--- config.mk ---
export PLATFORM = sky130hd
export DESIGN_NAME = nasti_stream_rr_arbiter
export DESIGN_NICKNAME = d
export VERILOG_FILES = /design/src/rtl/nasti_stream_rr_arbiter.sv
export SDC_FILE = /design/constraint.sdc
export NUM_CORES = 1
export LEC_CHECK = 0
export ABC_CLOCK_PERIOD_IN_PS = 2200
export BUFFER_PORTS_ARGS = -buffer_cell sky130_fd_sc_hd__buf_4
export CAP_MARGIN = 30
export CORE_MARGIN = 2
export CORE_UTILIZATION = 43
export CTS_BUF_LIST = sky130_fd_sc_hd__clkbuf_2
export DETAILED_ROUTE_END_ITERATION = 7
export HOLD_SLACK_MARGIN = 0.08
export PLACE_DENSITY = 0.66
export SETUP_SLACK_MARGIN = 0.02
export SLEW_MARGIN = 10
export SYNTH_ARGS = -nofsm -noshare
export SYNTH_HDL_FRONTEND = slang
export SYNTH_SLANG_ARGS = --single-unit
export TNS_END_PERCENT = 50
--- constraint.sdc ---
create_clock -name aclk -period 2.2 [get_ports aclk]
set_input_delay 0.33 -clock aclk [delete_from_list [all_inputs] [get_ports aclk]]
set_output_delay 0.33 -clock aclk [all_outputs]
set_load 0.03 [all_outputs]
--- src/rtl/nasti_stream_rr_arbiter.sv ---
// ----------------------------------------------------------------------------
// nasti_stream_rr_arbiter
//
// Packet-level round-robin arbiter for an N:1 NASTI-stream mux. Picks one
// input whose t_dest matches DEST_ID, holds the grant until t_last (or until
// the locked port has been silent for TIMEOUT cycles), then gives priority to
// the port after the one just served. Every release inserts one idle cycle
// before the next grant.
//
// Ports
//   aclk, aresetn   clock (rising edge), asynchronous active-low reset
//   in_valid        t_valid of each input port            [N_PORT]
//   in_last         t_last of each input port             [N_PORT]
//   in_dest         t_dest, port i at [i*DEST_WIDTH +: DEST_WIDTH]
//   in_ready        t_ready back to each input port       [N_PORT]
//   out_ready       t_ready from the downstream slave
//   out_valid       t_valid to the downstream slave
//   sel             mux select for the payload fields
//   sel_en          high while a port holds the grant
//   pkt_done        one-cycle pulse, packet finished with t_last
//   pkt_port        port of the last finished or timed-out packet
//   pkt_beats       beat count of that packet (saturating)
//   timeout_err     one-cycle pulse, grant released by the idle timeout
//
// state  | meaning
// -------+------------------------------------------------------------
// S_IDLE | no grant; arbitrate among eligible ports, lock the winner
// S_LOCK | winner owns the output until its t_last beat or a timeout
// ----------------------------------------------------------------------------
module nasti_stream_rr_arbiter #(
    parameter int N_PORT     = 4,
    parameter int DEST_WIDTH = 2,
    parameter int DEST_ID    = 0,
    parameter int TIMEOUT    = 64,
    parameter int BEAT_W     = 16,
    parameter int SEL_W      = (N_PORT > 1) ? $clog2(N_PORT) : 1
) (
    input  logic                         aclk,
    input  logic                         aresetn,
    input  logic [N_PORT-1:0]            in_valid,
    input  logic [N_PORT-1:0]            in_last,
    input  logic [N_PORT*DEST_WIDTH-1:0] in_dest,
    output logic [N_PORT-1:0]            in_ready,
    input  logic                         out_ready,
    output logic                         out_valid,
    output logic [SEL_W-1:0]             sel,
    output logic                         sel_en,
    output logic                         pkt_done,
    output logic [SEL_W-1:0]             pkt_port,
    output logic [BEAT_W-1:0]            pkt_beats,
    output logic                         timeout_err
);

    localparam int IDLE_W = (TIMEOUT > 1) ? $clog2(TIMEOUT) : 1;

    typedef enum logic {
        S_IDLE = 1'b0,
        S_LOCK = 1'b1
    } state_t;

    state_t              state, state_nxt;
    logic [SEL_W-1:0]    sel_q, sel_nxt;
    logic [SEL_W-1:0]    rr_ptr, rr_ptr_nxt;
    logic [SEL_W-1:0]    pkt_port_q, pkt_port_nxt;
    logic [BEAT_W-1:0]   beat_cnt, beat_cnt_nxt;
    logic [BEAT_W-1:0]   pkt_beats_q, pkt_beats_nxt;
    logic [BEAT_W-1:0]   beat_cnt_inc;
    logic [IDLE_W-1:0]   idle_cnt, idle_cnt_nxt;
    logic                pkt_done_q, pkt_done_nxt;
    logic                timeout_err_q, timeout_err_nxt;

    logic [N_PORT-1:0]   elig;
    logic                found;
    logic [SEL_W-1:0]    winner;
    logic                sel_valid;
    logic                sel_last;
    logic                beat;

    // Eligibility and a two-pass round-robin scan: ports above rr_ptr first,
    // then wrap around to ports 0..rr_ptr.
    always_comb begin
        elig   = '0;
        found  = 1'b0;
        winner = '0;
        for (int j = 0; j < N_PORT; j++) begin
            elig[j] = in_valid[j] &&
                      (in_dest[j*DEST_WIDTH +: DEST_WIDTH] == DEST_WIDTH'(DEST_ID));
        end
        for (int j = 0; j < N_PORT; j++) begin
            if (!found && elig[j] && (SEL_W'(j) > rr_ptr)) begin
                found  = 1'b1;
                winner = SEL_W'(j);
            end
        end
        for (int j = 0; j < N_PORT; j++) begin
            if (!found && elig[j] && (SEL_W'(j) <= rr_ptr)) begin
                found  = 1'b1;
                winner = SEL_W'(j);
            end
        end
    end

    // Locked-port view; decoded by compare so it is safe for any N_PORT.
    always_comb begin
        sel_valid = 1'b0;
        sel_last  = 1'b0;
        in_ready  = '0;
        for (int j = 0; j < N_PORT; j++) begin
            if (SEL_W'(j) == sel_q) begin
                sel_valid   = in_valid[j];
                sel_last    = in_last[j];
                in_ready[j] = (state == S_LOCK) && out_ready;
            end
        end
    end

    assign beat         = (state == S_LOCK) && sel_valid && out_ready;
    assign beat_cnt_inc = (beat_cnt == {BEAT_W{1'b1}}) ? beat_cnt : beat_cnt + 1'b1;

    always_comb begin
        state_nxt       = state;
        sel_nxt         = sel_q;
        rr_ptr_nxt      = rr_ptr;
        pkt_port_nxt    = pkt_port_q;
        pkt_beats_nxt   = pkt_beats_q;
        beat_cnt_nxt    = beat_cnt;
        idle_cnt_nxt    = idle_cnt;
        pkt_done_nxt    = 1'b0;
        timeout_err_nxt = 1'b0;

        case (state)
            S_IDLE: begin
                idle_cnt_nxt = '0;
                if (found) begin
                    sel_nxt   = winner;
                    state_nxt = S_LOCK;
                end
            end

            S_LOCK: begin
                if (beat) begin
                    if (sel_last) begin
                        pkt_done_nxt  = 1'b1;
                        pkt_port_nxt  = sel_q;
                        pkt_beats_nxt = beat_cnt_inc;
                        rr_ptr_nxt    = sel_q;
                        beat_cnt_nxt  = '0;
                        state_nxt     = S_IDLE;
                    end else begin
                        beat_cnt_nxt  = beat_cnt_inc;
                    end
                end

                // A beat needs sel_valid, so it never coincides with a timeout.
                if (TIMEOUT > 0) begin
                    if (sel_valid) begin
                        idle_cnt_nxt = '0;
                    end else if (idle_cnt == IDLE_W'(TIMEOUT - 1)) begin
                        timeout_err_nxt = 1'b1;
                        pkt_port_nxt    = sel_q;
                        pkt_beats_nxt   = beat_cnt;
                        rr_ptr_nxt      = sel_q;
                        beat_cnt_nxt    = '0;
                        idle_cnt_nxt    = '0;
                        state_nxt       = S_IDLE;
                    end else begin
                        idle_cnt_nxt = idle_cnt + 1'b1;
                    end
                end else begin
                    idle_cnt_nxt = '0;
                end
            end

            default: state_nxt = S_IDLE;
        endcase
    end

    always_ff @(posedge aclk or negedge aresetn) begin
        if (!aresetn) begin
            state         <= S_IDLE;
            sel_q         <= '0;
            rr_ptr        <= SEL_W'(N_PORT - 1);
            pkt_port_q    <= '0;
            pkt_beats_q   <= '0;
            beat_cnt      <= '0;
            idle_cnt      <= '0;
            pkt_done_q    <= 1'b0;
            timeout_err_q <= 1'b0;
        end else begin
            state         <= state_nxt;
            sel_q         <= sel_nxt;
            rr_ptr        <= rr_ptr_nxt;
            pkt_port_q    <= pkt_port_nxt;
            pkt_beats_q   <= pkt_beats_nxt;
            beat_cnt      <= beat_cnt_nxt;
            idle_cnt      <= idle_cnt_nxt;
            pkt_done_q    <= pkt_done_nxt;
            timeout_err_q <= timeout_err_nxt;
        end
    end

    assign out_valid   = (state == S_LOCK) && sel_valid;
    assign sel         = sel_q;
    assign sel_en      = (state == S_LOCK);
    assign pkt_done    = pkt_done_q;
    assign pkt_port    = pkt_port_q;
    assign pkt_beats   = pkt_beats_q;
    assign timeout_err = timeout_err_q;

endmodule

# Word-level counts from Yosys, hierarchy flattened
# Cells that the tools add are included.
dict set report word_totals {
  elab_cells 119
  out_inout_bits 28
  register_bits 47
}
dict set report classes {
  n_mux 59
  reduce_logical 35
  n_eq_ne 5
  n_bitwise 1
  addsub 2
  order_cmp 8
}
# operator count
set op_table {}
lappend op_table {{$mux 16} 9}
lappend op_table {{$mux 1} 32}
lappend op_table {{$mux 2} 14}
lappend op_table {{$logic_and 1x1->1} 22}
lappend op_table {{$add 16x1->16 const B} 1}
lappend op_table {{$eq 16x16->1 const B} 1}
lappend op_table {{$mux 6} 2}
lappend op_table {{$pmux 6 s2} 1}
lappend op_table {{$logic_not 2->1} 5}
lappend op_table {{$logic_not 1->1} 7}
lappend op_table {{$add 6x1->6 const B} 1}
lappend op_table {{$eq 6x6->1 const B} 1}
lappend op_table {{$eq 2x2->1 const A} 2}
lappend op_table {{$gt 1x2->1 const A} 2}
lappend op_table {{$gt 2x2->1 const A} 2}
lappend op_table {{$le 1x2->1 const A} 2}
lappend op_table {{$le 2x2->1 const A} 2}
lappend op_table {{$eq 1x2->1 const A} 1}
lappend op_table {{$pmux 1 s2} 1}
lappend op_table {{$reduce_and 2->1} 1}
lappend op_table {{$not 1->1} 1}

# Longest topological paths before layout
dict set report logic_depth {
  depth_word 34
  ltp_mapped 8
}

# Worst setup path before layout
# Ideal clock, no wire load.
dict set report synth_timing {
  kind {register -> register}
  start {reg sel_q[1] (netlist: sel[1])}
  end {reg pkt_port_q[0] (netlist: pkt_port[0])}
  period_less_slack_ns 2.454
  setup_slack_ns -0.254
  path_buffers 2
  t_arrival_ns 2.329
  t_required_ns 2.075
  path_stages_with_launch 7
  cell_sequence {dfrtp_1 > buf_6 > mux4_2 > or4_4 > buf_6 > nand2_4 > mux2_2}
}
dict set report synth_via {
  elab_chain_cells 10
  elab_cells_between_ends 18
}
# item line
set synth_rtl {}
lappend synth_rtl {{from (decl)} 62} ;# logic [SEL_W-1:0] sel_q, sel_nxt;
lappend synth_rtl {{from (signal assigned)} 191} ;# sel_q <= sel_nxt;
lappend synth_rtl {{$logic_not 2->1} 109} ;# if (SEL_W'(j) == sel_q) begin
lappend synth_rtl {{$mux 1 (4 in series)} 109}
lappend synth_rtl {{$logic_and 1x1->1 (2 in series)} 117} ;# assign beat = (state == S_LOCK) && sel_valid && out_ready;
lappend synth_rtl {{$mux 2} 141} ;# if (beat) begin
lappend synth_rtl {{$mux 2} 158} ;# end else if (idle_cnt == IDLE_W'(TIMEOUT - 1)) begin
lappend synth_rtl {{$mux 2 *} 156} ;# if (sel_valid) begin
lappend synth_rtl {{to (signal assigned)} 193} ;# pkt_port_q <= pkt_port_nxt;
lappend synth_rtl {{to (decl)} 64} ;# logic [SEL_W-1:0] pkt_port_q, pkt_port_nxt;
# Every way passes the cells marked *; elsewhere a longest branch is shown, timed or not.
# A chain may end at the register's enable or synchronous reset.

# Worst setup path after layout
dict set report layout_timing {
  start {reg sel_q[1] (netlist: sel[1])}
  end {reg pkt_port_q[1] (netlist: pkt_port[1])}
}
# Same word-level chain as after synthesis.

==> impl_results.md <==
* Drt pass-1 iters at 4
* Yosys Warn Count at 0
* Predominant post-synthesis flop cell: dfrtp_1
* Worst slack at placement at -0.0334 ns
* CP max FO at 16
* DP HPWL at 5380 microns
* Slew Limit Fails at 0
* Sequential Power Share at 34.1%
* Initial antenna violation count at 0
* Synthesized instance count at 292
* Post-synth EDFFs at 0
* DRT met1 WL at 3430 microns
* Max Used Layer: met4
* Syn_nets at roughly 310
* Max-cap violations at 0
* Psw at 1750 uW
* Area delta synth->final at 27.0%
* Largest net degree at the start of global routing at 48
* Crit Path Class: flop to flop
* Worst path slowest cell: mux4_2
* Met2 WL post-DR at 3590 microns
* 1st-iter DRT viols at 211
* Status: finished, final reports clean
* Reg2Reg Depth at 4
* CP max stage delay at roughly 0.58 ns
* Die width at ~83 microns
* Total Wirelength at 7540 microns
* Post-synth cell types at 61
* Clock buffer depth at 2
* Final ANT Viol Nets at 0
* Sequential share of the synthesized area at 43.5%
* Input/output buffers at 46
* Worst Setup End Kind: flop
* Max-slew headroom at approximately three fifths
* Reg clk slew, reported paths at 0.22 ns
* Origin of the worst min-delay path: in_valid[2]
* Die area at between 6000 and 7000 sq um
* Core region area at around 6000 sq um
* Worst vdd ir at 0.675 mV
* Most common cell after layout, fill and taps aside: buf_4
* Final Skew at 0.0248 ns
* Critical Path RT at about 2.5 ns
* Commonest cells after routing, fill and taps aside: buf_4, dfrtp_1, nor2_1, nand2_1, a21oi_1
* Total global routing overflow at 0
* Leak pwr at roughly 0.0015 uW
* Internal power at 2160 uW
* Worst Tran Pin Value at a little over 0.6 ns
* Synth Register Bits at 47
* Root Buffer: clkbuf_2
* Final setup violation count at 0
* Period utilization at between 90% and 100%
* # rows at 28
* GRT Util Overall at between 20% and 30%
* Clk pwr share at a little under a tenth
* Fin Hold WS at 0.386 ns
* Sum of negative setup slack at 0 ns
* Routed vias at 2,610
* Via/cell ratio at 5.90
* Number of I/O pins at 47
* Hold Crit Class: input port to flop
* Arrival time worst endpoint at 2.44 ns
* Cells along the critical path: mux4_2 -> or4_4 -> nand2_8 -> mux2_4
* Ys async rst share at 100%
* RSZ-0062 raised after global routing: yes
* Ant. Diodes at 0
* Cell area after synthesis at around 2700 sq um
* Clk sinks at 47
* Hold Violations, Final at 0
* Initial Util at 45.3%
* Comb power frac at 56.5%
* DRC viols at 0
* CP startpoint: sel[1]$_DFFE_PN0P_
* GPL Wtd Cong at 0.873
* Wire per inst at approximately 17 microns
* Share of layout cells above drive strength 1 at 32.2%
* Reg2reg start: sel[1]$_DFFE_PN0P_
* Power Density at 1130 nW/um^2
* Die height at approximately 83 microns
* Worst skew pair latency at 0.42 ns
* # fillers at between 500 and 600
* Number of global-route vias before repair at ~2,500
* TritonCTS buffer count at 5
* Total Nets Final at roughly 390
* H-tree depth at 2
* Tmin final at approximately 2.1 ns
* Met3 WL at roughly 420 microns
* CP Launch Type: flop
* Worst hold stages at 4
* Final setup slack of the worst path at slightly below 0.09 ns
* Switch share at 44.8%
* Avg Cell Area, Syn at 9.29 sq um
* Fmax at between 400 and 500 MHz
* CTS tree: yes
* First-pass GRT wire length at 12,500 microns
## area by class of cell
type	instances	area [sq um]	share of cell area (%)
Inverter	11	45.0	1.31
Clock buffer	7	35.0	1.02
Timing Repair Buffer	84	658	19.1
Tap cell	75	93.8	2.72
Sequential cell	47	1180	34.3
Multi-Input combinational cell	217	1430	41.4
Clock inverter	1	5.00	0.145
## per-stage QoR
| step | total power (uW) | area, sq um | utilization [%] | instances |
|---|---|---|---|---|
| floorplan | 2730 | 2740 | - | 292 |
| global placement | 3480 | 3340 | 55.7 | 429 |
| detailed placement | 3510 | 3340 | 55.7 | 429 |
| CTS | 3880 | 3390 | 56.6 | 438 |
| global route | 4160 | 3440 | 57.5 | 442 |
| finish | 3910 | 3440 | 57.5 | 442 |
## cells in the mapped netlist (all sizes together), types with 3 or more instances
master | number | area (sq um)
a21oi | 18 | 90.1
a22o | 3 | 26.3
a311oi | 3 | 32.5
a31oi | 6 | 37.5
and2 | 3 | 18.8
and3 | 6 | 37.5
buf | 5 | 51.3
clkbuf | 12 | 45.0
dfrtp | 45 | 1130
inv | 10 | 37.5
mux2 | 5 | 56.3
mux2i | 3 | 30.0
nand2 | 21 | 86.3
nand2b | 4 | 25.0
nand3 | 12 | 60.1
nand4 | 11 | 68.8
nor2 | 27 | 101
nor3 | 15 | 75.1
nor3b | 4 | 30.0
o211ai | 3 | 22.5
o21a | 5 | 37.5
o21ai | 13 | 65.1
o221a | 3 | 33.8
o22ai | 7 | 43.8
or3 | 4 | 25.0
or4 | 4 | 33.8
## cell families after synthesis
| group | Yosys count | share of synthesized area [%] |
|---|---|---|
| AND/OR/NAND/NOR | 120 | 23.4 |
| AO/OA/AOI/OAI | 81 | 21.0 |
| flip-flops | 47 | 43.5 |
| buffers and inverters | 28 | 5.08 |
| multiplexers | 10 | 4.85 |
| XOR/XNOR | 4 | 1.29 |
| adder cells (fa/ha/maj) | 2 | 0.923 |
## path summary, 6_finish.rpt
kind / to / slack (ns)
min in group asynchronous: pkt_beats[13]$_DFFE_PN0P_ / 0.41
max in group asynchronous: sel[0]$_DFFE_PN0P_ / 1.33
setup reg to reg: pkt_port[1]$_DFFE_PN0P_ / 0.09
hold / removal: sel[0]$_DFFE_PN0P_ / 0.39
setup / recovery: pkt_port[1]$_DFFE_PN0P_ / 0.09
hold reg to reg: idle_cnt[0]$_DFF_PN0_ / 0.48
## registers in the layout (all words and copies together), names as in the netlist
register	flops
sel	2
rr_ptr	2
pkt_beats	16
timeout_err	1
beat_cnt	16
pkt_done	1
sel_en	1
pkt_port	2
idle_cnt	6
## worst max-delay path: cells and delay by family, from the launching register on
kind             cells  cell delay [ns]
AND/OR/NAND/NOR      2             0.72
multiplexers         2             0.89
flip-flops           1             0.42
## layer usage
metal	global-route usage [%]	vias up
met2	36.7	96
met4	4.17	0
met1	30.0	1252
met5	0	-
li1	-	1252
met3	3.58	10
## power groups by stage
stage	Sequential (uW)	Combinational [uW]	Clock [uW]
6_report	1330	2210	369
5_1_grt	1370	2380	411
4_1_cts	1330	2170	377
3_5_place_dp	1350	2160	0
3_3_place_gp	1340	2140	0
2_1_floorplan	1670	1060	0
## what timing repair did
| action | CTS | global route |
|---|---|---|
| hold endpoints to repair | 45 | 0 |
| gates resized for setup | 1 | 4 |
| hold buffers | 1 | 0 |
| setup endpoints to repair | 1 | 13 |
| pin swaps | 0 | 2 |
| setup buffers | 0 | 4 |
Note: power is estimated with default switching activity, not from simulation.
